===== src/rtl/armleocpu_defines.sv =====
// Shared definitions for the M-extension multiply/divide unit:
// funct3 op-codes and the sequencing state type.
package armleocpu_defines;

   localparam logic [2:0] FUNCT3_MUL    = 3'd0;
   localparam logic [2:0] FUNCT3_MULH   = 3'd1;
   localparam logic [2:0] FUNCT3_MULHSU = 3'd2;
   localparam logic [2:0] FUNCT3_MULHU  = 3'd3;
   localparam logic [2:0] FUNCT3_DIV    = 3'd4;
   localparam logic [2:0] FUNCT3_DIVU   = 3'd5;
   localparam logic [2:0] FUNCT3_REM    = 3'd6;
   localparam logic [2:0] FUNCT3_REMU   = 3'd7;

   typedef enum logic [1:0] {
      IDLE = 2'd0,
      MUL  = 2'd1,
      DIV  = 2'd2,
      DONE = 2'd3
   } muldiv_state_t;

endpackage


===== src/rtl/armleocpu_muldiv_if.sv =====
// Request/response handshake bundle between the pipeline and the muldiv unit.
interface armleocpu_muldiv_if #(
   parameter int XLEN = 32
);
   logic            in_valid;
   logic            in_ready;
   logic [2:0]      in_funct3;
   logic [XLEN-1:0] in_operand0;
   logic [XLEN-1:0] in_operand1;
   logic            kill;
   logic            out_valid;
   logic            out_ready;
   logic [XLEN-1:0] out_result;

   // Pipeline side: issues requests, consumes results, may flush.
   modport master (
      output in_valid, in_funct3, in_operand0, in_operand1, kill, out_ready,
      input  in_ready, out_valid, out_result
   );

   // Execution unit side.
   modport slave (
      input  in_valid, in_funct3, in_operand0, in_operand1, kill, out_ready,
      output in_ready, out_valid, out_result
   );
endinterface


===== src/rtl/armleocpu_div_step.sv =====
// One radix-2 restoring division step on unsigned magnitudes:
// shift the next dividend bit into the partial remainder, try to subtract
// the divisor, keep the difference only if it did not go negative.
module armleocpu_div_step #(
   parameter int XLEN = 32
) (
   input  logic [XLEN-1:0] remainder,
   input  logic [XLEN-1:0] quotient,
   input  logic [XLEN-1:0] divisor,
   output logic [XLEN-1:0] remainder_next,
   output logic [XLEN-1:0] quotient_next
);

   logic [XLEN:0] shifted;

   // Partial remainder is always below the divisor, so the shifted value
   // fits in XLEN+1 bits and a successful difference fits in XLEN bits.
   always_comb begin
      shifted = {remainder, quotient[XLEN-1]};
      if (shifted >= {1'b0, divisor}) begin
         remainder_next = shifted[XLEN-1:0] - divisor;
         quotient_next  = {quotient[XLEN-2:0], 1'b1};
      end else begin
         remainder_next = shifted[XLEN-1:0];
         quotient_next  = {quotient[XLEN-2:0], 1'b0};
      end
   end

endmodule


===== src/rtl/armleocpu_muldiv.sv =====
// RISC-V M-extension multiply/divide unit. Multiplies finish in one
// execution cycle, divides iterate one quotient bit per cycle, and
// division corner cases (zero divisor, signed overflow) are resolved at
// acceptance. Results are held until consumed or flushed by kill.
module armleocpu_muldiv
   import armleocpu_defines::*;
#(
   parameter int XLEN = 32
) (
   input logic               clk,
   input logic               rst_n,
   armleocpu_muldiv_if.slave bus
);

   localparam int CNT_W = $clog2(XLEN) + 1;
   localparam logic [CNT_W-1:0] LAST_STEP = CNT_W'(XLEN - 1);
   localparam logic [XLEN-1:0]  MOST_NEG  = {1'b1, {(XLEN-1){1'b0}}};

   muldiv_state_t    state_reg;
   logic [2:0]       funct3_reg;
   logic [XLEN-1:0]  operand0_reg;
   logic [XLEN-1:0]  operand1_reg;
   logic [XLEN-1:0]  remainder_reg;
   logic [XLEN-1:0]  quotient_reg;
   logic [XLEN-1:0]  divisor_reg;
   logic             negate_quotient_reg;
   logic             negate_remainder_reg;
   logic [CNT_W-1:0] counter_reg;
   logic [XLEN-1:0]  result_reg;

   logic             accept;
   logic             in_div_signed;
   logic             in_is_rem;
   logic             in_neg0;
   logic             in_neg1;
   logic [XLEN-1:0]  in_mag0;
   logic [XLEN-1:0]  in_mag1;
   logic             div_by_zero;
   logic             div_overflow;
   logic [XLEN-1:0]  special_result;

   logic             mul_signed0;
   logic             mul_signed1;
   logic [2*XLEN-1:0] mul_ext0;
   logic [2*XLEN-1:0] mul_ext1;
   logic [2*XLEN-1:0] product;
   logic [XLEN-1:0]  mul_result;

   logic [XLEN-1:0]  remainder_next;
   logic [XLEN-1:0]  quotient_next;
   logic [XLEN-1:0]  quotient_final;
   logic [XLEN-1:0]  remainder_final;
   logic [XLEN-1:0]  div_result;

   // Status outputs are plain decodes of the state register; the result
   // comes straight from a register, so nothing on the request side or
   // out_ready can reach out_result combinationally.
   assign bus.in_ready   = (state_reg == IDLE);
   assign bus.out_valid  = (state_reg == DONE);
   assign bus.out_result = result_reg;

   assign accept = bus.in_valid && (state_reg == IDLE) && !bus.kill;

   // Decode an incoming divide: signedness, magnitudes and corner cases.
   always_comb begin
      in_div_signed = (bus.in_funct3 == FUNCT3_DIV) || (bus.in_funct3 == FUNCT3_REM);
      in_is_rem     = (bus.in_funct3 == FUNCT3_REM) || (bus.in_funct3 == FUNCT3_REMU);
      in_neg0       = in_div_signed && bus.in_operand0[XLEN-1];
      in_neg1       = in_div_signed && bus.in_operand1[XLEN-1];
      in_mag0       = in_neg0 ? -bus.in_operand0 : bus.in_operand0;
      in_mag1       = in_neg1 ? -bus.in_operand1 : bus.in_operand1;
      div_by_zero   = (bus.in_operand1 == '0);
      div_overflow  = in_div_signed && (bus.in_operand0 == MOST_NEG) && (bus.in_operand1 == '1);
      if (div_by_zero) begin
         special_result = in_is_rem ? bus.in_operand0 : '1;
      end else begin
         special_result = in_is_rem ? '0 : bus.in_operand0;
      end
   end

   // Full-width product of the registered operands, extended per op type.
   always_comb begin
      mul_signed0 = (funct3_reg == FUNCT3_MULH) || (funct3_reg == FUNCT3_MULHSU);
      mul_signed1 = (funct3_reg == FUNCT3_MULH);
      mul_ext0    = {{XLEN{mul_signed0 && operand0_reg[XLEN-1]}}, operand0_reg};
      mul_ext1    = {{XLEN{mul_signed1 && operand1_reg[XLEN-1]}}, operand1_reg};
      product     = mul_ext0 * mul_ext1;
      case (funct3_reg)
         FUNCT3_MUL:                              mul_result = product[XLEN-1:0];
         FUNCT3_MULH, FUNCT3_MULHSU, FUNCT3_MULHU: mul_result = product[2*XLEN-1:XLEN];
         default:                                 mul_result = product[2*XLEN-1:XLEN];
      endcase
   end

   armleocpu_div_step #(
      .XLEN (XLEN)
   ) u_div_step (
      .remainder      (remainder_reg),
      .quotient       (quotient_reg),
      .divisor        (divisor_reg),
      .remainder_next (remainder_next),
      .quotient_next  (quotient_next)
   );

   // Sign fix-up applied to the outcome of the final iteration.
   always_comb begin
      quotient_final  = negate_quotient_reg  ? -quotient_next  : quotient_next;
      remainder_final = negate_remainder_reg ? -remainder_next : remainder_next;
      case (funct3_reg)
         FUNCT3_DIV, FUNCT3_DIVU: div_result = quotient_final;
         default:                 div_result = remainder_final;
      endcase
   end

   // Sequencer: accept, multiply or iterate, then hold the result until
   // consumed. kill always wins and returns to IDLE without a result.
   always_ff @(posedge clk or negedge rst_n) begin
      if (!rst_n) begin
         state_reg            <= IDLE;
         funct3_reg           <= '0;
         operand0_reg         <= '0;
         operand1_reg         <= '0;
         remainder_reg        <= '0;
         quotient_reg         <= '0;
         divisor_reg          <= '0;
         negate_quotient_reg  <= 1'b0;
         negate_remainder_reg <= 1'b0;
         counter_reg          <= '0;
         result_reg           <= '0;
      end else begin
         case (state_reg)
            IDLE: begin
               if (accept) begin
                  funct3_reg           <= bus.in_funct3;
                  operand0_reg         <= bus.in_operand0;
                  operand1_reg         <= bus.in_operand1;
                  remainder_reg        <= '0;
                  quotient_reg         <= in_mag0;
                  divisor_reg          <= in_mag1;
                  negate_quotient_reg  <= in_neg0 ^ in_neg1;
                  negate_remainder_reg <= in_neg0;
                  counter_reg          <= '0;
                  if (!bus.in_funct3[2]) begin
                     state_reg <= MUL;
                  end else if (div_by_zero || div_overflow) begin
                     result_reg <= special_result;
                     state_reg  <= DONE;
                  end else begin
                     state_reg <= DIV;
                  end
               end
            end
            MUL: begin
               if (bus.kill) begin
                  state_reg <= IDLE;
               end else begin
                  result_reg <= mul_result;
                  state_reg  <= DONE;
               end
            end
            DIV: begin
               if (bus.kill) begin
                  state_reg <= IDLE;
               end else begin
                  remainder_reg <= remainder_next;
                  quotient_reg  <= quotient_next;
                  counter_reg   <= counter_reg + CNT_W'(1);
                  if (counter_reg == LAST_STEP) begin
                     result_reg <= div_result;
                     state_reg  <= DONE;
                  end
               end
            end
            DONE: begin
               if (bus.kill || bus.out_ready) begin
                  state_reg <= IDLE;
               end
            end
            default: state_reg <= IDLE;
         endcase
      end
   end

endmodule


===== src/flat_wrapper.sv =====
// flat-port wrapper written by rule: the top's interface ports become plain ports
module armleocpu_muldiv_flat import armleocpu_defines::*;
#(
   parameter int XLEN = 32
)
  (clk, rst_n, bus_in_valid, bus_in_funct3, bus_in_operand0, bus_in_operand1, bus_kill, bus_out_ready, bus_in_ready, bus_out_valid, bus_out_result);
  armleocpu_muldiv_if #(.XLEN(XLEN)) bus_i ();
  input logic clk;
  input logic rst_n;
  input wire logic [$bits(bus_i.in_valid)-1:0] bus_in_valid;
  input wire logic [$bits(bus_i.in_funct3)-1:0] bus_in_funct3;
  input wire logic [$bits(bus_i.in_operand0)-1:0] bus_in_operand0;
  input wire logic [$bits(bus_i.in_operand1)-1:0] bus_in_operand1;
  input wire logic [$bits(bus_i.kill)-1:0] bus_kill;
  input wire logic [$bits(bus_i.out_ready)-1:0] bus_out_ready;
  output wire logic [$bits(bus_i.in_ready)-1:0] bus_in_ready;
  output wire logic [$bits(bus_i.out_valid)-1:0] bus_out_valid;
  output wire logic [$bits(bus_i.out_result)-1:0] bus_out_result;
  assign bus_i.in_valid = bus_in_valid;
  assign bus_i.in_funct3 = bus_in_funct3;
  assign bus_i.in_operand0 = bus_in_operand0;
  assign bus_i.in_operand1 = bus_in_operand1;
  assign bus_i.kill = bus_kill;
  assign bus_i.out_ready = bus_out_ready;
  assign bus_in_ready = bus_i.in_ready;
  assign bus_out_valid = bus_i.out_valid;
  assign bus_out_result = bus_i.out_result;
  armleocpu_muldiv #(.XLEN(XLEN)) u_core (.clk(clk), .rst_n(rst_n), .bus(bus_i));
endmodule

===== config.mk =====
export PLATFORM = sky130hd
export DESIGN_NAME = armleocpu_muldiv_flat
export DESIGN_NICKNAME = d
export VERILOG_FILES = /design/src/rtl/armleocpu_defines.sv /design/src/rtl/armleocpu_muldiv_if.sv /design/src/rtl/armleocpu_div_step.sv /design/src/rtl/armleocpu_muldiv.sv /design/src/flat_wrapper.sv
export SDC_FILE = /design/constraint.sdc
export NUM_CORES = 2
export LEC_CHECK = 0
export ABC_AREA = 1
export CAP_MARGIN = 20
export CORE_MARGIN = 8
export CORE_UTILIZATION = 52
export DETAILED_ROUTE_END_ITERATION = 8
export HOLD_SLACK_MARGIN = 0.1
export PLACE_DENSITY = 0.69
export SYNTH_ARGS = -nofsm -noshare
export SYNTH_HDL_FRONTEND = slang
export SYNTH_SLANG_ARGS = --single-unit

===== constraint.sdc =====
create_clock -name clk -period 8.3 [get_ports clk]
set_input_delay 1.66 -clock clk [delete_from_list [all_inputs] [get_ports clk]]
set_output_delay 1.66 -clock clk [all_outputs]
set_load 0.05 [all_outputs]

# After elaboration in Yosys (flattened, before gate mapping)
# Index checks and enable logic that the tools add are counted.
[totals]
regBits = 205
input_bits = 72
out_inout_bits = 34
word_cells = 100
[classes]
addsub = 6
mul = 1
magnitude_cmp = 1
eq_ne = 21
muxes = 35
bitwise_logic = 1
reduce_logical = 24
[op_table]
columns = ["operator", "n"]
rows = [
  ["$mux W32", 20],
  ["$neg A32 Y32", 4],
  ["$pmux W32 S2", 2],
  ["$pmux W32 S3", 1],
  ["$eq A32 B32 Y1 const B", 2],
  ["$mul A33 B33 Y64", 1],
  ["$ge A33 B32 Y1", 1],
  ["$logic_not A32 Y1", 1],
  ["$sub A32 B32 Y32", 1],
  ["$eq A3 B3 Y1 const B", 5],
  ["$mux W2", 6],
  ["$mux W6", 2],
  ["$pmux W6 S2", 1],
  ["$logic_and A1 B1 Y1", 8],
  ["$ne A2 B1 Y1 const B", 4],
  ["$pmux W2 S4", 1],
  ["$reduce_and A7 Y1", 1],
  ["$add A6 B1 Y6 const B", 1],
  ["$eq A6 B5 Y1 const B", 1],
  ["$ne A2 B2 Y1 const B", 3],
  ["$reduce_and A3 Y1", 2],
  ["$logic_or A1 B1 Y1", 5],
  ["$eq A2 B2 Y1 const B", 2],
  ["$eq A3 B1 Y1 const B", 1],
  ["12 further kinds", 13],
]

# Depth between registers and ports, before layout
[logic_depth]
word_depth = 9
mapped_depth = 37
ltp_nobuf = 36

# Hierarchy
# Synthesis repeated with hierarchy kept, for this count alone.
[hier_totals]
cells_unflattened = 7727
hier_area_um2 = 56447.9
[modules_own_cells]
columns = ["module", "instances", "cells_each", "area_per_inst_um2"]
rows = [
  ["armleocpu_muldiv", 1, 7049, 53054.6],
  ["armleocpu_div_step", 1, 678, 3393.3],
]

# Worst setup path after synthesis
# OpenSTA, ideal clock, no wires.
[synth_path]
kind = "register to register"
startpoint = "register u_core.funct3_reg[1]"
endpoint = "register u_core.result_reg[26], in the netlist u_core.bus.out_result[26]"
setup_time_ns = 0.118
arrival_ns = 8.133
setup_slack_ns = 0.049
stages_incl_launch_ff = 36
n_path_buf = 1
path_cell_list = "dfrtp_1 -> inv_1 -> nand3_1 -> nand2_1 -> nand2_1 -> clkbuf_1 -> nor2_1 -> fa_1 -> inv_1 -> fa_1 -> inv_1 -> fa_1 -> inv_1 -> fa_1 -> inv_1 -> fa_1 -> fa_1 -> fa_1 -> inv_1 -> fa_1 -> inv_1 -> ha_1 -> nand2_1 -> nor2_1 -> inv_1 -> nor2_1 -> inv_1 -> nor2_1 -> nand2_1 -> o21ai_0 -> a21oi_1 -> xnor2_1 -> o211ai_1 -> nand3_1 -> nand2_1 -> nand2_1"
[synth_via]
elab_chain_len = 7
word_cells_on_any_way = 16
classes_between = "mul (1); eq/ne (4); mux (6); reduce/logical (5)"
[synth_lines]
columns = ["element", "line_no", "rtl"]
rows = [
  ["from (decl)", "armleocpu_muldiv.sv:20", "logic [2:0] funct3_reg;"],
  ["from (signal assigned)", "armleocpu_muldiv.sv:134", "funct3_reg <= bus.in_funct3;"],
  ["$eq A3 B1 Y1 / $eq A3 B2 Y1 (equally long branches)", "armleocpu_muldiv.sv:83, armleocpu_muldiv.sv:84", ""],
  ["$logic_or A1 B1 Y1", "armleocpu_muldiv.sv:83", "mul_signed0 = (funct3_reg == FUNCT3_MULH) || (funct3_reg == FUNCT3_MULHSU);"],
  ["$logic_and A1 B1 Y1", "armleocpu_muldiv.sv:85", "mul_ext0 = {{XLEN{mul_signed0 && operand0_reg[XLEN-1]}}, operand0_reg};"],
  ["$mul A33 B33 Y64", "armleocpu_muldiv.sv:87", "product = mul_ext0 * mul_ext1;"],
  ["$mux W32", "armleocpu_muldiv.sv:88", "case (funct3_reg)"],
  ["$mux W32", "armleocpu_muldiv.sv:154", "if (bus.kill) begin"],
  ["$pmux W32 S3 *", "armleocpu_muldiv.sv:131", "case (state_reg)"],
  ["to (signal assigned)", "armleocpu_muldiv.sv:146", "result_reg <= special_result;"],
  ["to (signal assigned)", "armleocpu_muldiv.sv:157", "result_reg <= mul_result;"],
  ["to (signal assigned)", "armleocpu_muldiv.sv:169", "result_reg <= div_result;"],
  ["to (decl)", "armleocpu_muldiv.sv:29", "logic [XLEN-1:0] result_reg;"],
]
# Mark *: on every way between the ends. The rest lies on a longest branch, timed or not. The select of a mux whose other input is x is not followed.
# A chain may end at the register's enable or synchronous reset.

# Final worst setup path
[layout_path]
startpoint = "register u_core.operand0_reg[19]"
endpoint = "register u_core.result_reg[0], in the netlist u_core.bus.out_result[0]"
[layout_via]
elab_chain_len = 4
[layout_lines]
columns = ["element", "line_no", "rtl"]
rows = [
  ["from (decl)", "armleocpu_muldiv.sv:21", "logic [XLEN-1:0] operand0_reg;"],
  ["from (signal assigned)", "armleocpu_muldiv.sv:135", "operand0_reg <= bus.in_operand0;"],
  ["$mul A33 B33 Y64", "armleocpu_muldiv.sv:87", ""],
  ["$mux W32", "armleocpu_muldiv.sv:88", ""],
  ["$mux W32", "armleocpu_muldiv.sv:154", ""],
  ["$pmux W32 S3", "armleocpu_muldiv.sv:131", ""],
]
# No other way between the ends. The select of a mux whose other input is x is not followed.

==> results_tabular.tex <==
\begin{tabular}{lr}
\hline
Metric & Value \\
\hline
\multicolumn{2}{l}{\textbf{Status}} \\
Status & finished clean \\
\multicolumn{2}{l}{\textbf{Drt}} \\
Drt first-iter violations & 4446 \\
Total iterations of the first detailed-routing run & 6 \\
DR vias & 47400 \\
Residual DRC & 0 \\
Post-detailed-route wirelength per cell & 20.39 µm \\
Final wirelength & 177.1 mm \\
Mean number of vias per cell & 5.457 \\
Number of antenna-violating nets in the routed design & 0 \\
\multicolumn{2}{l}{\textbf{Die}} \\
Floorplan Core Area & 105100 µm² \\
Die W & 341.1 µm \\
Die height & 341.1 µm \\
Total Die Area & 116300 µm² \\
Number of standard-cell rows in the floorplan & 119 \\
Effective utilization at floorplan & 52.27\% \\
Boundary Pins & 106 \\
\multicolumn{2}{l}{\textbf{Finish}} \\
Relative area change from synthesis to final layout & 8.999\% \\
Final core occ & 56.98\% \\
Most frequent cells in the layout & inv\_1 (1887), nand2\_1 (1842), fa\_1 (1119) \\
Proportion of layout cells with a drive suffix above 1 & 6.294\% \\
Final layout net count & 8729 \\
Leading cell type in the layout, fill and taps excluded & inv\_1 \\
Fill count & 9869 \\
\multicolumn{2}{l}{\textbf{Critical path}} \\
Required time at the endpoint of the critical path & 8.72 ns \\
Category of the critical setup timing path & flop to flop \\
Source of the worst register-to-register timing path & u\_core.operand0\_reg[19] \\
Arrival time reported for the critical path endpoint & 8.44 ns \\
CP Capture Point & u\_core.bus.out\_result[0] \\
Delay of the slowest cell on the worst path & 0.61 ns \\
Worst setup path startpoint & u\_core.operand0\_reg[19] \\
Register-to-register setup slack & 0.28 ns \\
Critical path's slowest cell & fa\_1 \\
Worst R2R End & u\_core.bus.out\_result[0] \\
Largest fanout on the critical path & 9 \\
Kind of capture point of the worst setup path & flop \\
Count of cells along the worst register-to-register path & 25 \\
Startpoint types & flop \\
Critical path's most frequent cell & fa\_1 \\
\multicolumn{2}{l}{\textbf{GRT}} \\
Aggregate global-route resource usage & 30.64\% \\
Global-route wire length before repair & 282.3 mm \\
Total grt overflow & 0 \\
Vias in the first global route & 49370 \\
Initial antenna violation count & 3 \\
Largest net degree at the start of global routing & 85 \\
\multicolumn{2}{l}{\textbf{STA}} \\
\# setup viols final & 0 \\
Share of the cycle needed by the critical path after routing & 96.67\% \\
Minimum clock period after layout & 8.023 ns \\
Peak clock frequency supported by timing & 0.1246 GHz \\
Pin slew with the least headroom to its limit & 1.091 ns \\
Worst clock skew & 0.01299 ns \\
Count of endpoints failing hold in the final timing report & 0 \\
Slew Limit Headroom & 27.26\% \\
Max Slew Vio Count & 0 \\
\multicolumn{2}{l}{\textbf{Job}} \\
Number of max-capacitance violations reported & 0 \\
\multicolumn{2}{l}{\textbf{Yosys}} \\
Post-synth EDFFs & 0 \\
Fraction of the yosys area taken by sequential cells & 9.290\% \\
Syn nets & 8722 \\
Parity-gate share of the synthesized area counting xor and xnor cells & 1.116\% \\
Synthesized instance count & 7269 \\
Simple-gate share of the synthesized area & 19.23\% \\
Top flip-flop cell by instance count after synthesis & dfrtp\_1 \\
Cell area after synthesis & 54950 µm² \\
Main combinational cell family by area after synthesis & adder cells \\
Number of distinct standard cells referenced by the synthesized netlist & 56 \\
Async S/R FF share, synth & 100.0\% \\
Mean instance size in the synthesized netlist & 7.560 µm² \\
Post-Synth Adder-Cell Area & 46.88\% \\
Number of flip-flops and latches in the synthesized netlist & 204 \\
Proportion of synthesized area in mux cells & 0\% \\
Synthesized-area fraction occupied by ao, oa, aoi and oai cells & 7.780\% \\
Number of synthesis warnings & 0 \\
\multicolumn{2}{l}{\textbf{Placement}} \\
Global placement routability congestion & 1.005 \\
Number of buffers inserted by port buffering & 105 \\
Sum of net half-perimeters after detailed placement & 148.4 mm \\
\multicolumn{2}{l}{\textbf{Clocking}} \\
CTS tree & built \\
Register clock-pin slew on the reported worst setup and hold paths & 0.07 ns \\
Clk sink count & 204 \\
Clock insertion delay at the later pin of the skew report & 0.57 ns \\
CTS root buffer & clkbuf\_16 \\
CTS HTree Levels & 1 \\
Number of buffers inserted during clock tree synthesis & 27 \\
Deepest clock path buffer count & 3 \\
\multicolumn{2}{l}{\textbf{Hold path}} \\
Worst Hold Class & flop to flop \\
\hline
\end{tabular}
how the worst min path moves through the flow:
stage	start	end	depth (start not counted)
after floorplan	u_core.counter_reg[3]	u_core.counter_reg[4]	1
after global placement	u_core.bus.out_result[5]	u_core.bus.out_result[5]	2
after detailed placement	u_core.bus.out_result[11]	u_core.bus.out_result[11]	2
after CTS	u_core.bus.out_result[13]	u_core.bus.out_result[13]	2
after global routing	u_core.bus.out_result[13]	u_core.bus.out_result[13]	2
final	u_core.bus.out_result[11]	u_core.bus.out_result[11]	2
cell usage after synthesis, types with 5 or more instances:
cell type / number / share of area, %
a22oi_1: 8 / 0.11
nor3_1: 47 / 0.43
o31ai_1: 6 / 0.082
nand3b_1: 13 / 0.18
nor2_2: 11 / 0.13
nand2_1: 1845 / 13
nor2_4: 7 / 0.14
clkinv_1: 7 / 0.048
buf_1: 7 / 0.048
a21o_1: 11 / 0.15
nor2_1: 312 / 2.1
o221ai_1: 44 / 0.70
xnor2_1: 29 / 0.46
nor4_1: 15 / 0.17
buf_4: 5 / 0.068
o21ai_1: 17 / 0.15
a221oi_1: 6 / 0.096
o21bai_1: 20 / 0.27
buf_2: 12 / 0.11
o211ai_1: 26 / 0.36
clkbuf_1: 331 / 2.3
a31oi_1: 36 / 0.41
inv_2: 16 / 0.11
o21ai_0: 280 / 2.6
or2_2: 18 / 0.20
a21oi_1: 220 / 2.0
nand2_2: 31 / 0.35
nand4_1: 53 / 0.60
fa_1: 1126 / 41
ha_1: 255 / 5.8
inv_1: 1896 / 13
a21boi_0: 6 / 0.082
dfrtp_1: 204 / 9.3
o21a_1: 15 / 0.20
nand3_1: 222 / 2.0
o22ai_1: 32 / 0.36
xor2_1: 41 / 0.65
layout make-up:
cell class	instances	area [µm²]	share of cell area (%)
clock inverter	15	183.9	0.3071
inverter	1919	7206	12.03
tap	1391	1740	2.906
clock buffer	31	710.7	1.187
timing repair buffer	338	3451	5.761
multi-input combinational	4786	41490	69.27
sequential	204	5111	8.534
antenna	2	5.005	0.008356
kinds of logic (layout without fill, tap and decap cells):
group,Yosys count,in the layout
other,0,2
DFF,204,204
and+or+nand+nor,2590,2590
AOI/OAI and AO/OA,742,742
adders and majority gates,1384,1384
xor gates and xnor gates,70,70
buffers and inverters,2279,2303
per-layer routing:
metal	global-route usage (%)	share of wire, %	routed length, µm
met1	43.22	42	74990
met2	49.82	47	82370
met3	4.920	8.6	15310
met4	7.125	2.5	4444
met5	0	0	0
worst max-delay path: cells and delay by family (launching register included):
family                   cells  cell delay, ns
adder cells (fa/ha/maj)      9            4.39
AO/OA/AOI/OAI                6            1.46
buffers and inverters        7            0.92
flip-flops                   1            0.58
AND/OR/NAND/NOR              2            0.28
XOR/XNOR                     1            0.19
stage by stage:
| step | TNS (ns) | cell area, µm² | std cells | hold slack, ns | setup slack, ns |
|---|---|---|---|---|---|
| finish | 0 | 59890 | 8686 | 0.4845 | 0.2766 |
| global route | -0.2525 | 59890 | 8685 | 0.5145 | -0.03179 |
| CTS | 0 | 59570 | 8677 | 0.4879 | 0.01011 |
| detailed placement | -0.2421 | 58670 | 8631 | 0.4663 | -0.09778 |
| global placement | -0.1625 | 58670 | 8631 | 0.4650 | -0.07986 |
| floorplan | 0 | 54950 | 7269 | 0.4502 | 0.04945 |
timing repair:
action / CTS / global route
setup buffers: 0 / 6
hold buffers: 0 / 0
endpoints found under the hold margin: 0 / 0
pin swaps: 0 / 9
endpoints found under the setup margin: 6 / 29
gates resized for setup: 5 / 88
gates cloned: 0 / 0
Power is not shown: default switching activity piles up to over one toggle a cycle in this logic, so the estimate is an artifact.
